File: src/rtl/i2c_read_sequencer_if.sv
// Request/result and I2C-master handshake bundle for i2c_read_sequencer.
// master: the sequencer side; slave: the requester and I2C master side.
interface i2c_read_sequencer_if #(
   parameter int unsigned NBYTES = 2
);
   logic                Z;
   logic                busy;
   logic [7:0]          data_rd;
   logic                P;
   logic [8*NBYTES-1:0] data_out;
   logic                valid;
   logic                active;
   logic                err;

   modport master (
      input  Z, busy, data_rd,
      output P, data_out, valid, active, err
   );

   modport slave (
      output Z, busy, data_rd,
      input  P, data_out, valid, active, err
   );
endinterface

File: src/rtl/i2c_read_sequencer.sv
// Multi-byte I2C register read sequencer: drives P, follows busy per byte, assembles the word MSB-first.
// Define I2C_SEQ_TIMEOUT_EN to build the wait-state timeout, ERR state and err pulse.
module i2c_read_sequencer #(
   parameter int unsigned NBYTES         = 2,
   parameter int unsigned HOLD_CYCLES    = 4,
   parameter int unsigned TIMEOUT_CYCLES = 1023
) (
   input logic                  CLK,
   input logic                  RST,
   i2c_read_sequencer_if.master bus
);
   localparam int unsigned DW = 8 * NBYTES;
   localparam int unsigned IW = $clog2(NBYTES + 1);
`ifdef I2C_SEQ_TIMEOUT_EN
   localparam int unsigned CMAX = (TIMEOUT_CYCLES > HOLD_CYCLES) ? TIMEOUT_CYCLES : HOLD_CYCLES;
`else
   localparam int unsigned CMAX = HOLD_CYCLES;
`endif
   localparam int unsigned CW = $clog2(CMAX + 1);

   localparam logic [IW-1:0] LAST_IDX  = IW'(NBYTES - 1);
   localparam logic [CW-1:0] HOLD_LAST = CW'(HOLD_CYCLES - 1);
`ifdef I2C_SEQ_TIMEOUT_EN
   localparam logic [CW-1:0] TO_LAST   = CW'(TIMEOUT_CYCLES - 1);
`endif

   typedef enum logic [2:0] {
      IDLE,
      WAIT_HI,
      HOLD,
      WAIT_LO,
`ifdef I2C_SEQ_TIMEOUT_EN
      ERR,
`endif
      DONE
   } state_t;

   state_t        state, state_n;
   logic [IW-1:0] byte_idx, idx_n;
   logic [CW-1:0] cnt, cnt_n;
   logic [DW-1:0] shreg, sh_n;
   logic          counting;

`ifdef I2C_SEQ_TIMEOUT_EN
   assign counting = (state == HOLD) || (state == WAIT_HI) || (state == WAIT_LO);
`else
   assign counting = (state == HOLD);
`endif

   always_comb begin
      state_n = state;
      idx_n   = byte_idx;
      sh_n    = shreg;
      cnt_n   = cnt;
      unique case (state)
         IDLE: begin
            if (bus.Z) begin
               state_n = WAIT_HI;
               idx_n   = '0;
            end
         end
         WAIT_HI: begin
            if (bus.busy) state_n = (byte_idx == LAST_IDX) ? HOLD : WAIT_LO;
         end
         HOLD: begin
            if (cnt == HOLD_LAST) state_n = WAIT_LO;
         end
         WAIT_LO: begin
            if (!bus.busy) begin
               sh_n    = (shreg << 8) | DW'(bus.data_rd);
               idx_n   = byte_idx + 1'b1;
               state_n = (byte_idx == LAST_IDX) ? DONE : WAIT_HI;
            end
         end
         DONE: state_n = IDLE;
`ifdef I2C_SEQ_TIMEOUT_EN
         ERR:  state_n = IDLE;
`endif
         default: state_n = IDLE;
      endcase
`ifdef I2C_SEQ_TIMEOUT_EN
      // Abort only when the wait state would otherwise be kept on this edge
      if ((state == WAIT_HI || state == WAIT_LO) && (state_n == state) && (cnt == TO_LAST))
         state_n = ERR;
`endif
      if (state_n != state) cnt_n = '0;
      else if (counting)    cnt_n = cnt + 1'b1;
   end

   // Outputs are decoded from the next state so they line up with it (Moore, registered)
   always_ff @(negedge CLK or negedge RST) begin
      if (!RST) begin
         state        <= IDLE;
         byte_idx     <= '0;
         cnt          <= '0;
         shreg        <= '0;
         bus.P        <= 1'b0;
         bus.data_out <= '0;
         bus.valid    <= 1'b0;
         bus.active   <= 1'b0;
      end else begin
         state      <= state_n;
         byte_idx   <= idx_n;
         cnt        <= cnt_n;
         shreg      <= sh_n;
         bus.P      <= (state_n == WAIT_HI) || (state_n == HOLD) ||
                       ((state_n == WAIT_LO) && (idx_n < LAST_IDX));
         bus.valid  <= (state_n == DONE);
         bus.active <= (state_n != IDLE);
         if (state_n == DONE) bus.data_out <= sh_n;
      end
   end

`ifdef I2C_SEQ_TIMEOUT_EN
   always_ff @(negedge CLK or negedge RST) begin
      if (!RST) bus.err <= 1'b0;
      else      bus.err <= (state_n == ERR);
   end
`else
   assign bus.err = 1'b0;
`endif
endmodule
File: src/flat_wrapper.sv
// flat-port wrapper written by rule: the top's interface ports become plain ports
module i2c_read_sequencer_flat 
#(
   parameter int unsigned NBYTES         = 2,
   parameter int unsigned HOLD_CYCLES    = 4,
   parameter int unsigned TIMEOUT_CYCLES = 1023
)
  (CLK, RST, bus_Z, bus_busy, bus_data_rd, bus_P, bus_data_out, bus_valid, bus_active, bus_err);
  i2c_read_sequencer_if #(.NBYTES(NBYTES)) bus_i ();
  input logic CLK;
  input logic RST;
  input wire logic [$bits(bus_i.Z)-1:0] bus_Z;
  input wire logic [$bits(bus_i.busy)-1:0] bus_busy;
  input wire logic [$bits(bus_i.data_rd)-1:0] bus_data_rd;
  output wire logic [$bits(bus_i.P)-1:0] bus_P;
  output wire logic [$bits(bus_i.data_out)-1:0] bus_data_out;
  output wire logic [$bits(bus_i.valid)-1:0] bus_valid;
  output wire logic [$bits(bus_i.active)-1:0] bus_active;
  output wire logic [$bits(bus_i.err)-1:0] bus_err;
  assign bus_i.Z = bus_Z;
  assign bus_i.busy = bus_busy;
  assign bus_i.data_rd = bus_data_rd;
  assign bus_P = bus_i.P;
  assign bus_data_out = bus_i.data_out;
  assign bus_valid = bus_i.valid;
  assign bus_active = bus_i.active;
  assign bus_err = bus_i.err;
  i2c_read_sequencer #(.NBYTES(NBYTES), .HOLD_CYCLES(HOLD_CYCLES), .TIMEOUT_CYCLES(TIMEOUT_CYCLES)) u_core (.CLK(CLK), .RST(RST), .bus(bus_i));
endmodule
File: config.mk
export PLATFORM = sky130hd
export DESIGN_NAME = i2c_read_sequencer_flat
export DESIGN_NICKNAME = d
export VERILOG_FILES = /design/src/rtl/i2c_read_sequencer_if.sv /design/src/rtl/i2c_read_sequencer.sv /design/src/flat_wrapper.sv
export SDC_FILE = /design/constraint.sdc
export NUM_CORES = 1
export LEC_CHECK = 0
export ABC_CLOCK_PERIOD_IN_PS = 4400
export CORE_MARGIN = 5
export CORE_UTILIZATION = 45
export CTS_CLUSTER_SIZE = 10
export DETAILED_ROUTE_END_ITERATION = 8
export GPL_ROUTABILITY_DRIVEN = 0
export PLACE_DENSITY = 0.71
export SYNTH_ARGS = -nofsm -noshare
export SYNTH_HDL_FRONTEND = slang
export SYNTH_SLANG_ARGS = --single-unit
File: constraint.sdc
create_clock -name CLK -period 4.4 [get_ports CLK]
set_input_delay 1.32 -clock CLK [delete_from_list [all_inputs] [get_ports CLK]]
set_output_delay 1.32 -clock CLK [all_outputs]
set_load 0.1 [all_outputs]
Word-level counts from Yosys, hierarchy flattened
Cells that the tools add are included.
- word-level logic and storage cells: 42
- output and inout bits: 20
- input port bits: 12
- register bits after elaboration: 43
- eq/ne operators: 10
- reduce and logical (&&, ||, !) cells: 6
- add/sub/neg operators: 2
- order comparisons: 1
- bitwise gates (word level): 1
- multiplexer cells: 14
- operators with widths (operator ; count):
    $mux 16 ; 2
    $mux 3 ; 7
    $or 16x8->16 ; 1
    $eq 3x2->1 const B ; 5
    $pmux 3 s4 ; 1
    $eq 3x1->1 const B ; 2
    $mux 2 ; 2
    $pmux 2 s2 ; 1
    $add 3x1->3 const B ; 1
    $eq 3x3->1 const B ; 1
    $logic_not 3->1 ; 1
    $ne 3x3->1 ; 1
    $reduce_bool 3->1 ; 1
    $add 2x1->2 const B ; 1
    $eq 2x1->1 const B ; 1
    $logic_or 1x1->1 ; 2
    $lt 2x1->1 const B ; 1
    $reduce_bool 2->1 ; 1
    $logic_and 1x1->1 ; 1
    $mux 1 ; 1

Depth between registers and ports, before layout
- depth in word-level cells: 7
- depth in mapped cells: 6

==> run_summary.xml <==
<?xml version="1.0" encoding="UTF-8"?>
<metrics>
  <group name="die">
    <metric name="start_util" unit="%">47.1</metric>
    <metric name="die_area" unit="mm2">0.00481</metric>
    <metric name="die_x" unit="um">69.3</metric>
    <metric name="core_area" unit="mm2">0.00336</metric>
    <metric name="die_h" unit="um">69.3</metric>
    <metric name="top_level_ports" unit="">32</metric>
    <metric name="placement_rows" unit="">21</metric>
  </group>
  <group name="setup_path">
    <metric name="worst_path_largest_cell_delay" unit="ps">480</metric>
    <metric name="critical_path_buf_inv_count" unit="">1</metric>
    <metric name="worstSetupEndpoint" unit="">bus_data_out[9]</metric>
    <metric name="required" unit="ps">3080</metric>
    <metric name="worst_r2r_start" unit="">u_core.byte_idx[0]$_DFF_NN0_</metric>
    <metric name="rr_endpoint" unit="">u_core.bus.active$_DFF_NN0_</metric>
    <metric name="path_cells" unit="">buf_12</metric>
    <metric name="criticalPathCategory" unit="">flop to output pin</metric>
    <metric name="critical_path_peak_fanout" unit="">2</metric>
    <metric name="r2r_setup_slack" unit="ps">2350</metric>
    <metric name="r2r.worst_path.cells" unit="">5</metric>
    <metric name="critPathSlowestCell" unit="">sky130_fd_sc_hd__dfrtn_1</metric>
    <metric name="startpoint_type" unit="">flop</metric>
    <metric name="critPathArrivalTime" unit="ps">3210</metric>
    <metric name="crit_path_max_delay_family" unit="">flip-flops</metric>
    <metric name="start_point_of_the_critical_path" unit="">u_core.bus.data_out[9]$_DFFE_NN0P_</metric>
    <metric name="cp.depth" unit="">1</metric>
    <metric name="timing.critical_path.to_type" unit="">output pin</metric>
  </group>
  <group name="route">
    <metric name="total_via_count_after_detailed_routing" unit="">1064</metric>
    <metric name="drc" unit="">0</metric>
    <metric name="drt-vias-per-instance" unit="">5.12</metric>
    <metric name="drt_pass_1_iters" unit="">2</metric>
    <metric name="routedWlPerCell" unit="um">16.2</metric>
    <metric name="drt-total-wl" unit="um">3360</metric>
    <metric name="dr.first_iter.drc_count" unit="">57</metric>
    <metric name="drtAntennaViolNets" unit="">0</metric>
  </group>
  <group name="synthesis">
    <metric name="post_synth_fa_ha_maj_area_fraction" unit="%">2.37</metric>
    <metric name="synth.mux.area_fraction" unit="%">20.5</metric>
    <metric name="synth.top_cell.area_share" unit="%">55.3</metric>
    <metric name="synth_top_area_cell" unit="">sky130_fd_sc_hd__dfrtn_1</metric>
    <metric name="synth_simple_gate_area_share" unit="%">9.16</metric>
    <metric name="yosys.cell_count.top_type" unit="">sky130_fd_sc_hd__dfrtn_1</metric>
    <metric name="synth-seq-cells" unit="">35</metric>
    <metric name="yosysUniqueCellTypes" unit="">33</metric>
    <metric name="post_synth_inst_count" unit="">118</metric>
    <metric name="synth_warnings" unit="">0</metric>
    <metric name="ys_top_cells_by_count" unit="">sky130_fd_sc_hd__dfrtn_1 (35), sky130_fd_sc_hd__mux2_2 (15), sky130_fd_sc_hd__mux2_4 (9), sky130_fd_sc_hd__nor2_1 (8), sky130_fd_sc_hd__inv_1 (6)</metric>
    <metric name="synthesized_area" unit="mm2">0.00158</metric>
    <metric name="async_reset_ff_share" unit="%">100</metric>
    <metric name="synth-edff-count" unit="">0</metric>
    <metric name="synth_top_family_by_area" unit="">multiplexers</metric>
    <metric name="synth_ff_type" unit="">sky130_fd_sc_hd__dfrtn_1</metric>
    <metric name="synth_top_cells_by_area" unit="">sky130_fd_sc_hd__dfrtn_1 (55%), sky130_fd_sc_hd__mux2_2 (11%), sky130_fd_sc_hd__mux2_4 (8.5%), sky130_fd_sc_hd__ha_1 (2.4%), sky130_fd_sc_hd__nor2_1 (1.9%)</metric>
    <metric name="synth_compound_gate_area_share" unit="%">6.64</metric>
    <metric name="synth_sequential_area_ratio" unit="%">55.3</metric>
    <metric name="synth_nets" unit="">133</metric>
    <metric name="syn-mean-instance-area" unit="um2">13.4</metric>
    <metric name="synth_xor_xnor_area_share" unit="%">0</metric>
  </group>
  <group name="sta">
    <metric name="drv_slew" unit="">0</metric>
    <metric name="final.setup.worst_slack" unit="ps">-131</metric>
    <metric name="max-slew-margin-rel" unit="%">63.3</metric>
    <metric name="worstMarginPinSlew" unit="ps">551</metric>
    <metric name="hold_violations" unit="">0</metric>
    <metric name="setup_violations" unit="">19</metric>
    <metric name="worst_clock_skew" unit="ps">6.64</metric>
    <metric name="rsz_0062_raised_after_global_routing" unit="">true</metric>
  </group>
  <group name="cts">
    <metric name="post_cts_hold_buffer_count" unit="">0</metric>
    <metric name="clock_tree.root_cell" unit="">sky130_fd_sc_hd__clkbuf_4</metric>
    <metric name="cts.clk_slew.worst_paths" unit="ps">70</metric>
    <metric name="number_of_sinks_handled_by_clock_tree_synthesis" unit="">35</metric>
    <metric name="tritoncts" unit="">built</metric>
    <metric name="worst_skew_pair.late_latency" unit="ps">330</metric>
    <metric name="tritoncts.num_buffers" unit="">5</metric>
    <metric name="clockBufferDepth" unit="">2</metric>
    <metric name="cts_max_level" unit="">2</metric>
  </group>
  <group name="place">
    <metric name="place_worst_setup_slack" unit="ps">-750</metric>
    <metric name="buffer_ports.inserted" unit="">30</metric>
    <metric name="place.detailed.instances" unit="">194</metric>
    <metric name="hpwl" unit="um">2230</metric>
  </group>
  <group name="layout">
    <metric name="final_core_utilization" unit="%">68.5</metric>
    <metric name="final_layout_size_suffix_gt1_share" unit="%">43.2</metric>
    <metric name="finish.cell_count_without_fillers" unit="">208</metric>
    <metric name="antenna_cells_inserted" unit="">0</metric>
    <metric name="areaGrowthSynthToFinish" unit="%">45.3</metric>
    <metric name="final_nets" unit="">176</metric>
  </group>
  <group name="run_status">
    <metric name="outcome" unit="">complete, but fails checks</metric>
    <metric name="violated_checks" unit="">negative setup slack</metric>
  </group>
  <group name="global_route">
    <metric name="antenna_violations_before_repair" unit="">0</metric>
    <metric name="leftover_overflow_at_the_end_of_global_routing" unit="">0</metric>
    <metric name="grt_max_degree" unit="">36</metric>
    <metric name="groute.usage.overall" unit="%">14.9</metric>
    <metric name="first_global_vias" unit="">1155</metric>
    <metric name="global_route_wire_length_before_repair" unit="um">5610</metric>
  </group>
  <group name="job">
    <metric name="timing.max_cap.violations" unit="">0</metric>
  </group>
  <group name="hold_path">
    <metric name="min_path_type" unit="">flop to flop</metric>
  </group>
</metrics>
-- layer usage --
layer	routed length, um	part of all wire (%)	track usage (%)
met5	0	0	0
met4	32	0.95	3.25
met3	195	5.8	6.38
met2	1710	51	25.2
met1	1420	42	17.5
-- registers in the layout (all words and copies together) (netlist names) --
| signal | count |
|---|---|
| u_core.bus.active | 1 |
| u_core.bus.data_out | 16 |
| u_core.byte_idx | 2 |
| u_core.bus.valid | 1 |
| u_core.bus.P | 1 |
| u_core.state | 3 |
| u_core.cnt | 3 |
| u_core.shreg | 8 |
-- final cells by class --
class                           count  area [um2]
Fill cell                         268        1060
Sequential cell                    35         876
Multi-Input combinational cell     72         666
Timing Repair Buffer               41         594
Tap cell                           46        57.6
Clock buffer                        6        51.3
Clock inverter                      2        35.0
Inverter                            6        22.5
-- cells by family after synthesis --
group,count (synthesis)
adder cells (fa/ha/maj),3
buffers and inverters,13
AND/OR/NAND/NOR,24
other,1
AO/OA/AOI/OAI,16
multiplexers,26
flip-flops,35
-- worst min path at each step --
stage | depth (start not counted) | endpoint | slack (ps) | from
6_report | 1 | u_core.bus.data_out[9]$_DFFE_NN0P_ | 440 | u_core.shreg[1]$_DFF_NN0_
5_1_grt | 1 | u_core.bus.data_out[11]$_DFFE_NN0P_ | 470 | u_core.shreg[3]$_DFF_NN0_
4_1_cts | 1 | u_core.bus.data_out[9]$_DFFE_NN0P_ | 450 | u_core.shreg[1]$_DFF_NN0_
3_5_place_dp | 1 | u_core.bus.data_out[9]$_DFFE_NN0P_ | 450 | u_core.shreg[1]$_DFF_NN0_
3_3_place_gp | 1 | u_core.bus.data_out[9]$_DFFE_NN0P_ | 450 | u_core.shreg[1]$_DFF_NN0_
2_1_floorplan | 1 | u_core.bus.data_out[13]$_DFFE_NN0P_ | 440 | u_core.shreg[5]$_DFF_NN0_
-- through the flow --
stage	area, um2	hold slack, ps	setup TNS, ps
floorplan	1590	437	-3810
global placement	2130	447	-21440
detailed placement	2130	454	-21890
CTS	2260	448	-2150
global route	2300	467	-2800
finish	2300	442	-1960
-- cells in the final DEF, fill, tap and decap left out, types with 2 or more instances in the layout --
cell type,count
sky130_fd_sc_hd__mux2_4,10
sky130_fd_sc_hd__buf_6,3
sky130_fd_sc_hd__ha_1,3
sky130_fd_sc_hd__nand2_1,2
sky130_fd_sc_hd__buf_12,20
sky130_fd_sc_hd__nor3_1,3
sky130_fd_sc_hd__nor2_1,7
sky130_fd_sc_hd__nand2_8,2
sky130_fd_sc_hd__and3_1,2
sky130_fd_sc_hd__clkdlybuf4s50_1,9
sky130_fd_sc_hd__mux2i_1,2
sky130_fd_sc_hd__a21oi_1,5
sky130_fd_sc_hd__mux2_2,14
sky130_fd_sc_hd__dfrtn_1,35
sky130_fd_sc_hd__inv_1,6
sky130_fd_sc_hd__clkbuf_4,5
sky130_fd_sc_hd__buf_4,8
sky130_fd_sc_hd__o21ai_0,3
-- repair_timing --
| item | 4_1_cts | 5_1_grt |
|---|---|---|
| setup endpoints to repair | 53 | 35 |
| endpoints found under the hold margin | 0 | 0 |
| setup buffers | 2 | 2 |
| gates resized for setup | 8 | 7 |
| cloned | 2 | 0 |
| pin swaps | 3 | 4 |
Power is not shown: default switching activity piles up to over one toggle a cycle in this logic, so the estimate is an artifact.
